### src/rtl/rsa_pkg.sv
// Shared constants and FSM state type for the RSA decryption block.
package rsa_pkg;
  localparam int RSA_WIDTH  = 32;
  localparam int MUL_ITERS  = 32;
  localparam int ITER_CNT_W = $clog2(MUL_ITERS);
  localparam logic [ITER_CNT_W-1:0] ITER_LAST = ITER_CNT_W'(MUL_ITERS - 1);

  typedef enum logic [2:0] {
    ST_IDLE,
    ST_REDUCE,
    ST_MUL,
    ST_SQR,
    ST_DONE
  } rsa_state_e;
endpackage

### src/rtl/rsa_modmul_seq.sv
// Sequential interleaved modular multiplier: result = a*b mod n, operands < n.
// One start cycle latches the operands, then 32 MSB-first shift-add iterations.
module rsa_modmul_seq
  import rsa_pkg::*;
#(
  parameter int WIDTH = RSA_WIDTH
) (
  input  logic             clk,
  input  logic             reset,
  input  logic             start,
  input  logic [WIDTH-1:0] a,
  input  logic [WIDTH-1:0] b,
  input  logic [WIDTH-1:0] n,
  output logic             done,
  output logic [WIDTH-1:0] result
);

  logic                  busy;
  logic [ITER_CNT_W-1:0] cnt;
  logic [WIDTH-1:0]      a_q;
  logic [WIDTH-1:0]      b_q;
  logic [WIDTH-1:0]      n_q;
  logic [WIDTH-1:0]      r_q;
  logic [WIDTH+1:0]      n_ext;
  logic [WIDTH+1:0]      sum;
  logic [WIDTH+1:0]      sub1;

  // 2r + a < 3n, so two conditional subtractions bring r back below n.
  always_comb begin
    n_ext  = {2'b00, n_q};
    sum    = {1'b0, r_q, 1'b0} + (b_q[WIDTH-1] ? {2'b00, a_q} : '0);
    sub1   = (sum >= n_ext) ? sum - n_ext : sum;
    result = WIDTH'((sub1 >= n_ext) ? sub1 - n_ext : sub1);
    done   = busy && (cnt == ITER_LAST);
  end

  always_ff @(posedge clk) begin
    if (reset) begin
      busy <= 1'b0;
      cnt  <= '0;
      a_q  <= '0;
      b_q  <= '0;
      n_q  <= '0;
      r_q  <= '0;
    end else if (start) begin
      busy <= 1'b1;
      cnt  <= '0;
      a_q  <= a;
      b_q  <= b;
      n_q  <= n;
      r_q  <= '0;
    end else if (busy) begin
      r_q <= result;
      b_q <= b_q << 1;
      cnt <= cnt + 1'b1;
      if (done) busy <= 1'b0;
    end
  end

endmodule

### src/rtl/rsa_decrypt_sm.sv
// RSA decryption M = C^d mod n by right-to-left square-and-multiply.
// Optional RSA_DECRYPT_CONST_TIME_EN: fixed 32-bit exponent walk with uniform latency.
module rsa_decrypt_sm
  import rsa_pkg::*;
#(
  parameter int WIDTH = RSA_WIDTH
) (
  input  logic             clk,
  input  logic             reset,
  input  logic             compute,
  input  logic [WIDTH-1:0] C,
  input  logic [WIDTH-1:0] d,
  input  logic [WIDTH-1:0] n,
  output logic [WIDTH-1:0] M,
  output logic             decrypt_done,
  output logic             decrypt_err,
  output rsa_state_e       state
);

  // Request protocol: compute is a level sampled only in IDLE; operands are
  // captured on that edge. decrypt_done stays high until compute is seen low,
  // and IDLE is re-entered on the following edge.

  rsa_state_e            state_next;
  logic [WIDTH-1:0]      c_q;
  logic [WIDTH-1:0]      e_q;
  logic [WIDTH-1:0]      n_q;
  logic [WIDTH-1:0]      base;
  logic [WIDTH-1:0]      acc;
  logic [ITER_CNT_W-1:0] cnt;
  logic                  mm_started;
  logic                  mm_start;
  logic [WIDTH-1:0]      mm_a;
  logic                  mm_done;
  logic [WIDTH-1:0]      mm_result;
  logic [WIDTH:0]        rem_shift;
  logic [WIDTH-1:0]      base_red;

  rsa_modmul_seq #(.WIDTH(WIDTH)) u_modmul (
    .clk    (clk),
    .reset  (reset),
    .start  (mm_start),
    .a      (mm_a),
    .b      (base),
    .n      (n_q),
    .done   (mm_done),
    .result (mm_result)
  );

  // Restoring division step; base doubles as the partial remainder in REDUCE.
  always_comb begin
    rem_shift = {base, c_q[WIDTH-1]};
    base_red  = WIDTH'((rem_shift >= {1'b0, n_q}) ? rem_shift - {1'b0, n_q} : rem_shift);
  end

  always_ff @(posedge clk) begin
    if (reset) state <= ST_IDLE;
    else       state <= state_next;
  end

  always_comb begin
    state_next = state;
    mm_start   = 1'b0;
    mm_a       = acc;
    case (state)
      ST_IDLE: begin
        if (compute) state_next = (n == '0) ? ST_DONE : ST_REDUCE;
      end
      ST_REDUCE: begin
        if (cnt == ITER_LAST) begin
`ifdef RSA_DECRYPT_CONST_TIME_EN
          state_next = ST_MUL;
`else
          if (e_q == '0)  state_next = ST_DONE;
          else if (e_q[0]) state_next = ST_MUL;
          else             state_next = ST_SQR;
`endif
        end
      end
      ST_MUL: begin
        mm_start = !mm_started;
        if (mm_done) begin
`ifdef RSA_DECRYPT_CONST_TIME_EN
          state_next = ST_SQR;
`else
          state_next = (e_q[WIDTH-1:1] == '0) ? ST_DONE : ST_SQR;
`endif
        end
      end
      ST_SQR: begin
        mm_start = !mm_started;
        mm_a     = base;
        if (mm_done) begin
`ifdef RSA_DECRYPT_CONST_TIME_EN
          state_next = (cnt == ITER_LAST) ? ST_DONE : ST_MUL;
`else
          if (e_q[WIDTH-1:1] == '0) state_next = ST_DONE;
          else if (e_q[1])          state_next = ST_MUL;
          else                      state_next = ST_SQR;
`endif
        end
      end
      ST_DONE: begin
        if (decrypt_done && !compute) state_next = ST_IDLE;
      end
      default: state_next = ST_IDLE;
    endcase
  end

  always_ff @(posedge clk) begin
    if (reset) begin
      c_q          <= '0;
      e_q          <= '0;
      n_q          <= '0;
      base         <= '0;
      acc          <= '0;
      cnt          <= '0;
      mm_started   <= 1'b0;
      M            <= '0;
      decrypt_done <= 1'b0;
      decrypt_err  <= 1'b0;
    end else begin
      case (state)
        ST_IDLE: begin
          if (compute) begin
            c_q          <= C;
            e_q          <= d;
            n_q          <= n;
            base         <= '0;
            acc          <= '0;
            cnt          <= '0;
            mm_started   <= 1'b0;
            decrypt_done <= 1'b0;
            decrypt_err  <= 1'b0;
          end
        end
        ST_REDUCE: begin
          base <= base_red;
          c_q  <= c_q << 1;
          cnt  <= cnt + 1'b1;
          if (cnt == ITER_LAST)
            acc <= (n_q == {{(WIDTH-1){1'b0}}, 1'b1}) ? '0 : {{(WIDTH-1){1'b0}}, 1'b1};
        end
        ST_MUL: begin
          if (mm_start) mm_started <= 1'b1;
          if (mm_done) begin
            mm_started <= 1'b0;
            // In constant-time mode the product is computed for a 0 bit but dropped.
            if (e_q[0]) acc <= mm_result;
          end
        end
        ST_SQR: begin
          if (mm_start) mm_started <= 1'b1;
          if (mm_done) begin
            mm_started <= 1'b0;
            base       <= mm_result;
            e_q        <= e_q >> 1;
            cnt        <= cnt + 1'b1;
          end
        end
        ST_DONE: begin
          if (!decrypt_done) begin
            M            <= acc;
            decrypt_done <= 1'b1;
            decrypt_err  <= (n_q == '0);
          end else if (!compute) begin
            decrypt_done <= 1'b0;
          end
        end
        default: ;
      endcase
    end
  end

endmodule

### config.mk
export PLATFORM = sky130hd
export DESIGN_NAME = rsa_decrypt_sm
export DESIGN_NICKNAME = d
export VERILOG_FILES = /design/src/rtl/rsa_pkg.sv /design/src/rtl/rsa_modmul_seq.sv /design/src/rtl/rsa_decrypt_sm.sv
export SDC_FILE = /design/constraint.sdc
export NUM_CORES = 1
export LEC_CHECK = 0
export CORE_AREA = 8 8 197 236
export CTS_CLUSTER_SIZE = 30
export DETAILED_ROUTE_END_ITERATION = 12
export DIE_AREA = 0 0 205 244
export PLACE_DENSITY = 0.68
export SYNTH_ARGS = -nofsm -noshare
export SYNTH_HDL_FRONTEND = slang
export SYNTH_SLANG_ARGS = --single-unit
### constraint.sdc
create_clock -name clk -period 17.23 [get_ports clk]
set_input_delay 3.446 -clock clk [delete_from_list [all_inputs] [get_ports clk]]
set_output_delay 3.446 -clock clk [all_outputs]
set_load 0.05 [all_outputs]
==> run summary, run 1 <==
The hold buffer count at cts came out at 0. Setup violations remaining at the end of the flow were counted as 0. The initial antenna violation count is 0. After detailed routing, the number of remaining DRC violations is 0. The total negative setup slack is 0 ns. After synthesis, the netlist uses 86 different library cells. The total of buffers placed on input and output ports is 135. Counting flops and latches in the post-synthesis netlist gives 337.

The wire length per cell after detailed routing is ~21 µm. The path with the worst hold slack has its endpoint at M[22]. The area growth from synthesis to layout is 13.3%.

The critical path arrival came out at 9.95 ns. The setup fix buffers added after clock tree synthesis came out at 0. Along the worst hold path, the cell count comes to 2.

By startpoint and endpoint, the worst setup path is classified as register to register. The gate family responsible for the most delay along the worst path is compound AO/OA/AOI/OAI gates. After global routing, the most crowded layer is met2. The routed via count is between 20000 and 25000. The tightest min-delay check is of the register to register type. The maximum number of buffers from clock root to sink came out at 3.

The synthesized netlist net count is 2929. The I/O pin total came out at 136. At the pin with the least slew margin, the transition time is 1.20 ns. The worst setup path is captured at a register.

Yosys mapped a number of flops with a built-in enable equal to 0. The later pin in the worst-skew pair is clocked with a latency of 0.53 ns. During synthesis, Yosys emitted a total of 0 warnings. The normalized max-slew margin came out at 20.1%.

In the final layout, the share of cells above drive strength 1 is 5.60%. The final critical-path share of the clock period is 55.3%. The cell area after technology mapping came out at 21000 µm². The total routed wirelength came out at 70.4 mm. The post-route antenna net violation count is 0. The final max-slew violation count came to 0. The number of antenna diodes came out at 0. Entering global routing, the biggest net connects 97 pins.

The cell count after synthesis came out at 2695. In the synthesized netlist the dominant register cell turns out to be dfxtp_1. The starting density of the core is 49.3%. The level count of the clock H-tree came out at 2. Setup repair after global routing left no endpoint under its margin. The total congestion overflow after global routing is 0. Leaving out fill and tap cells, the most frequent cells in the layout are 482 x nand2_1, 336 x dfxtp_1, 279 x a21oi_1, 202 x nor2_1, 134 x clkdlybuf4s50_1. The met2 demand-to-capacity share in global routing is 45.6%.

In this run the critical register-to-register path is captured at base[3]. The site row count came out at 83. After clock tree synthesis, the clock-pin slew on the worst setup and hold paths is 0.07 ns. The number of buffers created by CTS is 35. The floorplan step defined a core boundary enclosing 42600 µm². The hold path startpoint is M[22]. STA puts the critical path data required time at 17.65 ns. The routability congestion estimate is 1.02.

Summing all flip-flop and latch instances after layout gives 6750 µm². The final net count is 2961. The peak per-stage delay on the critical path came out at 1.01 ns.

The final-layout fill cell count is 4104. The number of optimization iterations in the first detailed-route pass is 5. The worst flop-to-flop path startpoint is u_modmul.b_q[31].

The die height came out at 244 µm. The violation count after the first detailed-routing iteration is about 1600. The share of synthesized area occupied by flip-flops and latches is 32.1%. For this run, the top clock speed supported by timing is 105 MHz. The die covers 50000 µm². Counting stages on the worst path, the most repeated cell is a21oi_1. Leaving out fill and tap cells, the most frequent cell in the layout is nand2_1. The via count of the first global-routing pass came out at 19300.

The total global routing track utilization came out at 27.0%. The number of vias per cell is 6.09. The setup slack on the worst flop-to-flop path came out at 7.70 ns. Global routing used 35.4% of the available met1 tracks. The flow ran to the end, and the final reports show no timing, DRC or antenna violations. STA classifies the critical path startpoint as a register. The number of hold violations in the final report was 0. The count of buffer and inverter cells on the critical path is 3. In the final layout, the multi-input gates occupy 13300 µm². The first global-routing pass estimated between 100 and 150 mm of wire. The tree built by TritonCTS fans out to 337 sinks.

Measured along the x axis, the die boundary spans 205 µm. The number of max-cap violations is 0. The met3 usage in global routing came out at 3.88%. The number of resized instances in the post-cts repair step is 0. For this run, asynchronously set or reset flops after synthesis account for 0%. The maximum fanout along the worst path is 51. CTS placed an instance of clkbuf_16 at the clock tree root. On the critical path, the stage with the largest delay is an instance of and4b_2.

Summed over all nets, the half-perimeter wirelength after detailed placement is 53.3 mm. Subtracting the final worst setup slack from the clock period gives 9.53 ns. The per-instance average area after synthesis is 7.80 µm². The CTS tree is built. The depth of the worst register-to-register path is 34. Clock skew on the completed layout was measured at 0.0209 ns.
## registers in the layout, summed over array words and instances, names as in the netlist, 32 cells and up
register,flops
M,32
u_modmul.r_q,32
n_q,32
u_modmul.n_q,32
e_q,32
c_q,32
base,32
u_modmul.a_q,32
u_modmul.b_q,32
acc,32
## worst register-to-register path, delay by kind of cell, from the launching register on
family          cells  cell delay [ns]
compound gates     19             4.24
mux                 1             0.46
fa+ha+maj           4             1.44
flops               1             0.34
xor+xnor            1             0.15
simple gates        6             2.14
buf+inv             3             0.65
## layer usage
layer / wire length [µm] / up-vias
li1: - / 9697
met1: 30100 / 9506
met2: 33500 / 806
met3: 4870 / 110
met4: 1990 / 0
met5: 0 / -
## synthesized netlist by cell type (7+ instances only)
cell / number / area share (%)
nand2_1: 483 / 8.6
dfxtp_1: 337 / 32
a21oi_1: 279 / 6.6
nor2_1: 207 / 3.7
ha_1: 131 / 7.8
clkbuf_1: 130 / 2.3
o21ai_0: 113 / 2.7
inv_1: 106 / 1.9
a311oi_1: 69 / 2.9
mux2i_1: 68 / 3.2
xnor2_1: 58 / 2.4
xor2_1: 56 / 2.3
a211oi_1: 54 / 1.9
a21o_1: 45 / 1.6
and2_1: 38 / 1.1
a22oi_1: 36 / 1.3
o21ai_1: 30 / 0.71
nor4_1: 28 / 0.83
nand3_1: 27 / 0.64
nor3_1: 24 / 0.57
nand2b_1: 21 / 0.63
nand4_1: 21 / 0.63
and3_1: 20 / 0.60
a22o_1: 17 / 0.71
o211ai_1: 17 / 0.61
buf_2: 16 / 0.38
mux2_2: 16 / 0.86
o21a_1: 16 / 0.57
o21bai_1: 16 / 0.57
a31oi_1: 15 / 0.45
nor2b_1: 15 / 0.45
o221ai_1: 14 / 0.58
a221o_1: 12 / 0.57
or3_1: 11 / 0.33
buf_1: 10 / 0.18
or2_2: 10 / 0.30
and4_1: 8 / 0.33
a211o_1: 7 / 0.29
o21ba_2: 7 / 0.33
## kinds of logic (layout without fill, tap and decap cells)
group                    Yosys count  after routing  share of synthesized area (%)
adder cells (fa/ha/maj)          135            135                           8.18
AO/OA/AOI/OAI                    825            825                           26.1
XOR/XNOR                         114            114                           4.75
flip-flops                       337            337                           32.1
AND/OR/NAND/NOR                  923            923                           19.2
multiplexers                      92             92                           4.63
buffers and inverters            269            326                           5.03
## area by class of cell
type | count | share of cell area, %
Clock inverter | 12 | 0.630
Multi-Input combinational cell | 2089 | 55.8
Timing Repair Buffer | 156 | 6.35
Inverter | 108 | 1.70
Tap cell | 552 | 2.90
Clock buffer | 50 | 4.26
Sequential cell | 337 | 28.3
## per-stage QoR
stage                     cell area (µm²)  hold slack, ns  utilization, %  std cells  worst slack (ns)
after global placement              22600           0.443            53.2       3242              7.94
after global routing                23800           0.471            55.9       3304              7.15
after floorplan                     21000           0.436               -       2695              9.58
after detailed placement            22600           0.448            53.2       3242              7.80
final                               23800           0.456            55.9       3304              7.70
after CTS                           23800           0.457            55.9       3304              7.76
## how the worst max path moves through the flow
stage | from | to | slack, ns | cells past startpoint
floorplan | u_modmul.b_q[31] | base[17] | 9.58 | 40
global placement | u_modmul.b_q[31] | base[12] | 7.94 | 34
detailed placement | u_modmul.b_q[31] | base[3] | 7.80 | 32
CTS | u_modmul.b_q[31] | base[3] | 7.76 | 32
global route | u_modmul.b_q[31] | base[15] | 7.15 | 33
finish | u_modmul.b_q[31] | base[3] | 7.70 | 34
Power of run 1 is not shown: default switching activity piles up to over one toggle a cycle in this logic, so the estimate is an artifact.
==> run 2, diff against run 1 <==
- clock period: 17.23 -> 9.4 ns (I/O delays scaled with it)
==> run summary, run 2 (synthesis gave the netlist of run 1 again) <==
The run finished with clean final reports. The final count of negative-setup-slack endpoints is 0. Entering global routing, the biggest net connects 97 pins. The post-placement worst setup slack is 0.267 ns.

The level count of the clock H-tree is 2. The clock net sink count came out at approximately 340. The worst hold slack is 0.453 ns. The hold buffer count at cts came out at 0. The worst setup margin came out at 0.492 ns.

The number of remaining DRC errors is 0. Once the clock tree was built, the setup fixing pass inserted 0 buffers. Derived from the worst setup path, the maximum achievable clock frequency is 112 MHz. Along the worst path, the maximum fanout reaches 23.

The worst-margin pin slew came out at 1.00 ns. The number of antenna diodes came out at 0. The critical path is of the register to register type. Pin placement for this block handled 136 I/O pins. The number of buffers created by CTS came out at 36.

The total global routing track utilization came out at 27.0%. The routed via count came out at 20000. The post-DP HPWL came out at between 50 and 60 mm.

The normalized max-slew margin came out at 32.9%. The CTS tree is built. The clock-pin slew on the worst setup and hold paths is 0.06 ns.

The first global-routing pass estimated 110 mm of wire. The die height is 244 µm. The library cell used most frequently in the layout, excluding fill and tap cells, is nand2_1. The worst setup path is launched from a register. The worst setup path is captured at a register. The time the worst path needs with I/O delays and setup is 8.91 ns. The final clock skew is 0.0289 ns.

The starting density of the core is 49.3%. The number of hold violations in the final report is 0. The maximum number of buffers from clock root to sink is 3. After the last flow step, the layout net total stands at 2977. The critical path arrival came out at 9.33 ns.

The post-route antenna net violation count came out at 0. The final critical-path share of the clock period came out at 94.8%. The number of vias per cell came out at 6.03. The cell that appears most often on the critical path is a21oi_1. The peak per-stage delay on the critical path came out at 0.52 ns. The congestion estimate from routability-driven global placement came to 0.971. The initial antenna violation count came out at 0. The final-layout fill cell count is ~4000. The number of optimization iterations in the first detailed-route pass is 5.

The via count of the first global-routing pass came to between 15000 and 20000. The share of layout cells above drive strength 1 is 6.25%. The worst hold-check path type is register to register. The count of buffers added on input and output ports is approximately 140. The final core area utilization is between 50% and 60%.

The clock reaches the later pin of the worst-skew pair after 0.55 ns. From left edge to right edge, the die measures 205 µm. The placed standard-cell area came out at 22800 µm².

The total congestion overflow after global routing came out at 0. In this run the clock root is driven by a clkbuf_16. Max-cap violations in this run came to 0.

In this run the standard cell core region covers 42600 µm². The layout overhead on the synthesized area came out at 14.2%. The final max-slew violation count was 0. Summing all non-filler instances in the final layout gives an area of 24000 µm². The total routed wirelength came out at 69.6 mm. The top cell types in the final layout, fill and taps aside, are 482 x nand2_1, 335 x dfxtp_1, 279 x a21oi_1, 202 x nor2_1, 134 x clkdlybuf4s50_1.

The violation count after the first detailed-routing iteration came out at 1582. The data required time at the worst endpoint came out at 9.82 ns. The wire length per cell after detailed routing came out at 21.0 µm. The slowest library cell on the worst path is a211oi_1.

The overall die area is between 50000 and 60000 µm². The site row count came out at 83.
## run 2: cell count changes in the layout (fill, tap and decap cells not counted), sizes merged
cell / delta
buf: +15
clkbuf: +4
clkinv: -3
clkinvlp: -2
inv: +2
bufinv: +1
## run 2: worst max-delay path, delay by kind of cell (launching register included)
family                     cells  cell delay, ns
and+or+nand+nor                5            1.26
buffers and inverters          3            0.57
AOI/OAI and AO/OA             19            3.95
DFF                            1            0.49
xor gates and xnor gates       1            0.30
muxes                          2            0.76
adders and majority gates      4            1.41
## run 2: area by class of cell
| type | instances | area [µm²] | area share (%) |
|---|---|---|---|
| Sequential cell | 337 | 6750 | 28.1 |
| Multi-Input combinational cell | 2089 | 13300 | 55.4 |
| Clock inverter | 10 | 164 | 0.683 |
| Tap cell | 552 | 691 | 2.88 |
| Inverter | 108 | 405 | 1.69 |
| Timing Repair Buffer | 171 | 1630 | 6.77 |
| Clock buffer | 54 | 1070 | 4.46 |
## run 2: per-stage QoR
step / cells / setup TNS [ns]
final: 3321 / 0
after global routing: 3321 / -0.000714
after CTS: 3321 / 0
after detailed placement: 3257 / 0
after global placement: 3257 / 0
after floorplan: 2695 / 0
## run 2: timing repair
item / 4_1_cts / 5_1_grt
setup endpoints to repair: 0 / 93
gates resized for setup: 0 / 3
hold endpoints to repair: 0 / 0
## run 2: path summary, 6_finish.rpt
kind                                        from       to  slack (ns)  depth (start not counted)
worst min-delay path                        M[4]     M[4]        0.45                          2
worst min register to register              M[4]     M[4]        0.45                          2
worst max register to register  u_modmul.b_q[31]  base[3]        0.49                         34
worst max-delay path            u_modmul.b_q[31]  base[3]        0.49                         34
## run 2: per-layer routing
layer	vias to the layer above	wire length (µm)	global-route usage, %
met5	-	0	0
met3	126	4390	4.14
met2	671	32900	45.3
met1	9517	29800	34.5
met4	0	2530	10.3
li1	9728	-	-
Power of run 2 is left out for the same reason.
